### src/rtl/sr_latch_driver_if.sv
// Button-side and latch-side signals of sr_latch_driver grouped as one bundle.
// The master side drives the raw buttons; the slave side (the driver) returns
// the latch drives, busy, the completed-command count and a state debug view.
// With SR_DRIVER_TOGGLE_EN defined, a btn_toggle button is added.
//
// Handshake: there is no valid/ready pair. A button press is a level on a raw
// input. The driver accepts a new command only while busy=0. Any request seen
// while busy=1 is dropped, so the master never needs to wait on a ready.
interface sr_latch_driver_if #(
  parameter int CNT_W = 8
);
  logic             btn_set;
  logic             btn_reset;
`ifdef SR_DRIVER_TOGGLE_EN
  logic             btn_toggle;
`endif
  logic             S;
  logic             R;
  logic             E;
  logic             busy;
  logic [CNT_W-1:0] cmd_count;
  logic [1:0]       state_dbg;

`ifdef SR_DRIVER_TOGGLE_EN
  modport master (
    output btn_set, btn_reset, btn_toggle,
    input  S, R, E, busy, cmd_count, state_dbg
  );
  modport slave (
    input  btn_set, btn_reset, btn_toggle,
    output S, R, E, busy, cmd_count, state_dbg
  );
`else
  modport master (
    output btn_set, btn_reset,
    input  S, R, E, busy, cmd_count, state_dbg
  );
  modport slave (
    input  btn_set, btn_reset,
    output S, R, E, busy, cmd_count, state_dbg
  );
`endif
endinterface

### src/rtl/sr_latch_driver.sv
// sr_latch_driver: turns raw, bouncing push buttons into clean SET/RESET
// commands for a downstream gated SR latch. Each button is synchronized and
// then debounced. A debounced rising edge starts one SETUP/ENABLE/HOLD
// sequence: S or R is set up one cycle before E rises, E is held for
// PULSE_CYCLES cycles, and S or R is kept for one cycle after E falls.
// Optional macro SR_DRIVER_TOGGLE_EN adds a toggle button. The toggle button
// picks RESET or SET from the last completed command.
module sr_latch_driver #(
  parameter int DEBOUNCE_CYCLES = 4,
  parameter int PULSE_CYCLES    = 2,
  parameter int CNT_W           = 8
) (
  input logic             clk,
  input logic             rst,
  sr_latch_driver_if.slave bus
);

  // Button index: 0 = set, 1 = reset, 2 = toggle (when enabled)
`ifdef SR_DRIVER_TOGGLE_EN
  localparam int NB = 3;
`else
  localparam int NB = 2;
`endif
  localparam int DW = $clog2(DEBOUNCE_CYCLES + 1);
  localparam int PW = $clog2(PULSE_CYCLES + 1);

  typedef enum logic [1:0] {
    IDLE   = 2'd0,
    SETUP  = 2'd1,
    ENABLE = 2'd2,
    HOLD   = 2'd3
  } state_t;

  logic [NB-1:0]    btn_raw;
  logic [NB-1:0]    sync1;
  logic [NB-1:0]    sync2;
  logic [NB-1:0]    level;
  logic [NB-1:0]    rise;
  logic [DW-1:0]    db_cnt [NB];

  state_t           state;
  logic             cmd_reset;
  logic [PW-1:0]    pulse_cnt;
  logic             s_q;
  logic             r_q;
  logic             e_q;
  logic             busy_q;
  logic [CNT_W-1:0] cmd_count_q;
  logic             req_valid;
  logic             req_reset;
`ifdef SR_DRIVER_TOGGLE_EN
  logic             q_track;
`endif

`ifdef SR_DRIVER_TOGGLE_EN
  assign btn_raw = {bus.btn_toggle, bus.btn_reset, bus.btn_set};
`else
  assign btn_raw = {bus.btn_reset, bus.btn_set};
`endif

  // Synchronize each button, debounce it, and emit a one-cycle strobe on a debounced rise
  always_ff @(posedge clk or posedge rst) begin
    if (rst) begin
      sync1 <= '0;
      sync2 <= '0;
      level <= '0;
      rise  <= '0;
      for (int i = 0; i < NB; i++) db_cnt[i] <= '0;
    end else begin
      sync1 <= btn_raw;
      sync2 <= sync1;
      for (int i = 0; i < NB; i++) begin
        rise[i] <= 1'b0;
        if (sync2[i] != level[i]) begin
          // The Nth consecutive differing sample commits the new level
          if (db_cnt[i] == DW'(DEBOUNCE_CYCLES - 1)) begin
            level[i]  <= sync2[i];
            db_cnt[i] <= '0;
            rise[i]   <= sync2[i];
          end else begin
            db_cnt[i] <= db_cnt[i] + DW'(1);
          end
        end else begin
          db_cnt[i] <= '0;
        end
      end
    end
  end

  // Arbitrate simultaneous strobes: reset beats set, and set beats toggle
  always_comb begin
    req_valid = rise[0] | rise[1];
    req_reset = rise[1];
`ifdef SR_DRIVER_TOGGLE_EN
    req_valid = req_valid | rise[2];
    req_reset = rise[1] | (~rise[0] & rise[2] & q_track);
`endif
  end

  // Command FSM; the latch drives are registered and change on the same edge as the state
  always_ff @(posedge clk or posedge rst) begin
    if (rst) begin
      state       <= IDLE;
      cmd_reset   <= 1'b0;
      pulse_cnt   <= '0;
      s_q         <= 1'b0;
      r_q         <= 1'b0;
      e_q         <= 1'b0;
      busy_q      <= 1'b0;
      cmd_count_q <= '0;
`ifdef SR_DRIVER_TOGGLE_EN
      q_track     <= 1'b0;
`endif
    end else begin
      case (state)
        IDLE: begin
          s_q <= 1'b0;
          r_q <= 1'b0;
          e_q <= 1'b0;
          if (req_valid) begin
            cmd_reset <= req_reset;
            s_q       <= ~req_reset;
            r_q       <= req_reset;
            busy_q    <= 1'b1;
            state     <= SETUP;
          end
        end
        SETUP: begin
          e_q       <= 1'b1;
          pulse_cnt <= '0;
          state     <= ENABLE;
        end
        ENABLE: begin
          if (pulse_cnt == PW'(PULSE_CYCLES - 1)) begin
            e_q   <= 1'b0;
            state <= HOLD;
          end else begin
            pulse_cnt <= pulse_cnt + PW'(1);
          end
        end
        HOLD: begin
          s_q         <= 1'b0;
          r_q         <= 1'b0;
          busy_q      <= 1'b0;
          cmd_count_q <= cmd_count_q + CNT_W'(1);
`ifdef SR_DRIVER_TOGGLE_EN
          q_track     <= ~cmd_reset;
`endif
          state       <= IDLE;
        end
        default: begin
          s_q    <= 1'b0;
          r_q    <= 1'b0;
          e_q    <= 1'b0;
          busy_q <= 1'b0;
          state  <= IDLE;
        end
      endcase
    end
  end

  assign bus.S         = s_q;
  assign bus.R         = r_q;
  assign bus.E         = e_q;
  assign bus.busy      = busy_q;
  assign bus.cmd_count = cmd_count_q;
  assign bus.state_dbg = state;

endmodule

### src/flat_wrapper.sv
// flat-port wrapper written by rule: the top's interface ports become plain ports
module sr_latch_driver_flat 
#(
  parameter int DEBOUNCE_CYCLES = 4,
  parameter int PULSE_CYCLES    = 2,
  parameter int CNT_W           = 8
)
  (clk, rst, bus_btn_set, bus_btn_reset, bus_S, bus_R, bus_E, bus_busy, bus_cmd_count, bus_state_dbg);
  sr_latch_driver_if #(.CNT_W(CNT_W)) bus_i ();
  input logic clk;
  input logic rst;
  input wire logic [$bits(bus_i.btn_set)-1:0] bus_btn_set;
  input wire logic [$bits(bus_i.btn_reset)-1:0] bus_btn_reset;
  output wire logic [$bits(bus_i.S)-1:0] bus_S;
  output wire logic [$bits(bus_i.R)-1:0] bus_R;
  output wire logic [$bits(bus_i.E)-1:0] bus_E;
  output wire logic [$bits(bus_i.busy)-1:0] bus_busy;
  output wire logic [$bits(bus_i.cmd_count)-1:0] bus_cmd_count;
  output wire logic [$bits(bus_i.state_dbg)-1:0] bus_state_dbg;
  assign bus_i.btn_set = bus_btn_set;
  assign bus_i.btn_reset = bus_btn_reset;
  assign bus_S = bus_i.S;
  assign bus_R = bus_i.R;
  assign bus_E = bus_i.E;
  assign bus_busy = bus_i.busy;
  assign bus_cmd_count = bus_i.cmd_count;
  assign bus_state_dbg = bus_i.state_dbg;
  sr_latch_driver #(.DEBOUNCE_CYCLES(DEBOUNCE_CYCLES), .PULSE_CYCLES(PULSE_CYCLES), .CNT_W(CNT_W)) u_core (.clk(clk), .rst(rst), .bus(bus_i));
endmodule
### config.mk
export PLATFORM = sky130hd
export DESIGN_NAME = sr_latch_driver_flat
export DESIGN_NICKNAME = d
export VERILOG_FILES = /design/src/rtl/sr_latch_driver_if.sv /design/src/rtl/sr_latch_driver.sv /design/src/flat_wrapper.sv
export SDC_FILE = /design/constraint.sdc
export NUM_CORES = 1
export LEC_CHECK = 0
export ABC_AREA = 1
export ABC_CLOCK_PERIOD_IN_PS = 1400
export CAP_MARGIN = 20
export CORE_UTILIZATION = 52
export DETAILED_ROUTE_END_ITERATION = 10
export PLACE_DENSITY_LB_ADDON = 0.25
export SYNTH_ARGS = -nofsm -noshare
export SYNTH_HDL_FRONTEND = slang
export SYNTH_SLANG_ARGS = --single-unit
export TNS_END_PERCENT = 50
### constraint.sdc
create_clock -name clk -period 1.4 [get_ports clk]
set_input_delay 0.42 -clock clk [delete_from_list [all_inputs] [get_ports clk]]
set_output_delay 0.42 -clock clk [all_outputs]
set_load 0.01 [all_outputs]
==> impl_results.md <==
- Power Internal: 2030 uW
- DP Wirelength: 1555 um
- Tightest Pin Transition: 0.3364 ns
- Vias per cell: 5.056
- Largest net degree at the start of global routing: 31
- Buffers on Ports: 17
- Startpoint types: flop
- Complex-gate fraction of the synthesized area: 0.05136
- Asr flop ratio synth: 1.000
- Worst Path Arrival: 1.59 ns
- Worst-Skew Late Latency: 0.32 ns
- Site Rows: 17
- Number of placed I/O pins: 18
- First-pass DRT Iterations: 4
- GRT overflow: 0
- Die span in x: 51.83 um
- Synth cell types: 19
- Initial antenna violation count: 0
- GRT Util Overall: 0.2019
- Routed length per instance: 11.60 um
- Yosys Warn Count: 0
- Max Cap Viol: 0
- HP Class: reg -> reg
- Clk root buf: clkbuf_4
- Layout cells sized above 1: 0.2130
- Die area: 2686 um2
- Die boundary height: 51.83 um
- Clock Power Share: 0.222
- Drt total wl: 2285 um
- Status: completed
- Final hold vios: 0
- Clk_skew: 0.009077 ns
- P_leak: 0.0008968 uW
- Global-route wire length before repair: 3781 um
- Synth top area share: 0.5814
- Fill cells: 154
- CP Class: reg -> reg
- Core Area: 2276 um2
- Synth top area cells: dfrtp_1 58%, nand2_1 9.0%, ha_1 7.8%, inv_1 7.3%, nor2_1 2.6%
- Psw: 1059 uW
- FF+latch count, synth: 30
- Vias in the first global route: 953
- Period utilization: 0.9717
- Peak supply drop: 1253 uV
- Clock transition at path regs: 0.09 ns
- Largest family of logic cells by synthesized area: simple AND/OR/NAND/NOR gates
- Setup Slack @ Placement: 0.05714 ns
- Synth Area in Adders: 0.07752
- Maximum root-to-sink buffer count: 2
- Fmax: 735.1 MHz
- Pwr dens: 1848 nW/um2
- Commonest cells post-synth: 31 x nand2_1, 30 x dfrtp_1, 25 x inv_1
- Syn-to-layout area delta: 29.46%
- Min Tclk post-route: 1.360 ns
- Area of the mapped netlist: 1291 um2
- WP data required: 1.63 ns
- Antenna cells: 0
- DRC: 0
- Worst slew margin: 0.7741
- H-tree depth: 2
- Simple-gate share of the synthesized area: 0.1764
- Worst setup margin: 0.03968 ns
- Cells after synthesis: 133
- Worst-path fanout max: 3
- Flop pwr share: 0.389
- Ys flop type: dfrtp_1
- Setup violators final: 0
- Comb power frac: 0.389
- Reg2reg setup slack: 0.04 ns
- Switch share: 0.3429
- Initial Utilization: 0.5673
- Detail Route Antenna Nets: 0
- GPL Wtd Cong: 0.7398
- Layout net count: 181
- Post-synth top area cell: dfrtp_1
- CTS Sinks: 30
- Number of CTS-inserted buffers: 5
- Setup_tns: 0 ns
- DR vias: 996
- Most frequent cell after synthesis: nand2_1
- Syn nets: 145
- Avg Cell Area, Syn: 9.709 um2
- EDFF count, synth: 0
- Post-synthesis mux area share: 0
- CP Capture Type: flop
- Sequential area share after synthesis: 0.5814
- XOR/XNOR share of the synthesized area: 0.04070
- Max-slew violation count: 0
- Initial detailed-routing violation count: 26
- CTS tree: done
==> layout make-up <==
class / count / area (um2) / area share
inverters: 25 / 93.84 / 0.05614
well taps: 28 / 35.03 / 0.02096
repair buffers: 29 / 237.7 / 0.1422
multi-input cells: 78 / 473.0 / 0.2829
clock inverters: 1 / 30.03 / 0.01796
clock buffers: 6 / 51.30 / 0.03069
flip-flops and latches: 30 / 750.7 / 0.4491
==> routing by layer <==
metal,GRT usage,share of wire
met1,0.2151,0.42
met2,0.3590,0.53
met3,0.07310,0.042
met4,0.07658,0.0061
met5,0,0
==> logic make-up (layout without fill, tap and decap cells) <==
logic type | count (synthesis) | after routing
and+or+nand+nor | 52 | 52
DFF | 30 | 30
buffers and inverters | 25 | 61
AOI/OAI and AO/OA | 12 | 12
adders and majority gates | 8 | 8
xor gates and xnor gates | 6 | 6
==> per-stage QoR <==
stage | std cells | hold slack (ns) | power, uW | instance area [um2] | util
floorplan | 133 | 0.3312 | 1899 | 1291 | -
global placement | 185 | 0.3352 | 2315 | 1562 | 0.6861
detailed placement | 185 | 0.3395 | 2387 | 1562 | 0.6861
CTS | 197 | 0.3591 | 3073 | 1680 | 0.7383
global route | 197 | 0.3710 | 3322 | 1672 | 0.7345
finish | 197 | 0.3557 | 3089 | 1672 | 0.7345
==> sequential cells by signal, summed over array words and instances (netlist names) <==
register / cells
u_core.bus.cmd_count: 8
u_core.db_cnt: 6
u_core.bus.state_dbg: 2
u_core.level: 2
u_core.pulse_cnt: 2
u_core.rise: 2
u_core.sync1: 2
u_core.sync2: 2
u_core.bus.E: 1
u_core.bus.R: 1
u_core.bus.S: 1
u_core.bus.busy: 1
==> power by group through the flow <==
| stage | Sequential (uW) | Combinational, uW | Clock (uW) |
|---|---|---|---|
| 6_report | 1200 | 1200 | 685 |
| 5_1_grt | 1220 | 1360 | 735 |
| 4_1_cts | 1200 | 1170 | 705 |
| 2_1_floorplan | 1290 | 606 | 0 |
| 3_3_place_gp | 1210 | 1100 | 0 |
| 3_5_place_dp | 1230 | 1160 | 0 |
==> worst max-delay path, stage by stage (launching register included) <==
cell and delay (ns):
dfrtp_1 0.39, buf_4 0.15, inv_1 0.10, ha_1 0.26, inv_1 0.08, nand2_1 0.09, o31ai_2 0.20
==> repair_timing <==
action                     CTS  global route
gates cloned                 0             0
gates resized for setup     28            15
hold buffers                 0             0
buffers inserted             5             0
setup endpoints to repair   14            17
==> path summary, 6_finish.rpt <==
kind,startpoint,depth (start not counted),end
setup / recovery,u_core.bus.state_dbg[0]$_DFFE_PP0P_,6,u_core.bus.S$_DFFE_PP0P_
hold reg to reg,u_core.sync1[0]$_DFF_PP0_,0,u_core.sync2[0]$_DFF_PP0_
max in group asynchronous,rst,3,u_core.bus.cmd_count[4]$_DFFE_PP0P_
hold / removal,u_core.sync1[0]$_DFF_PP0_,0,u_core.sync2[0]$_DFF_PP0_
min in group asynchronous,rst,3,u_core.bus.cmd_count[6]$_DFFE_PP0P_
setup reg to reg,u_core.bus.state_dbg[0]$_DFFE_PP0P_,6,u_core.bus.S$_DFFE_PP0P_
==> layout by cell type, fill, tap and decap left out, drive strengths merged <==
cell	n
buf	12
nor3	2
o22ai	1
a21oi	3
nand3	4
clkdlybuf4s15	7
xnor2	3
bufinv	1
o21ai	6
nor2	11
nand4	2
nand2	33
clkdlybuf4s50	3
clkbuf	13
o21a	1
o31ai	1
dfrtp	30
ha	8
inv	25
xor2	3
(Power assumes the default switching activity.)
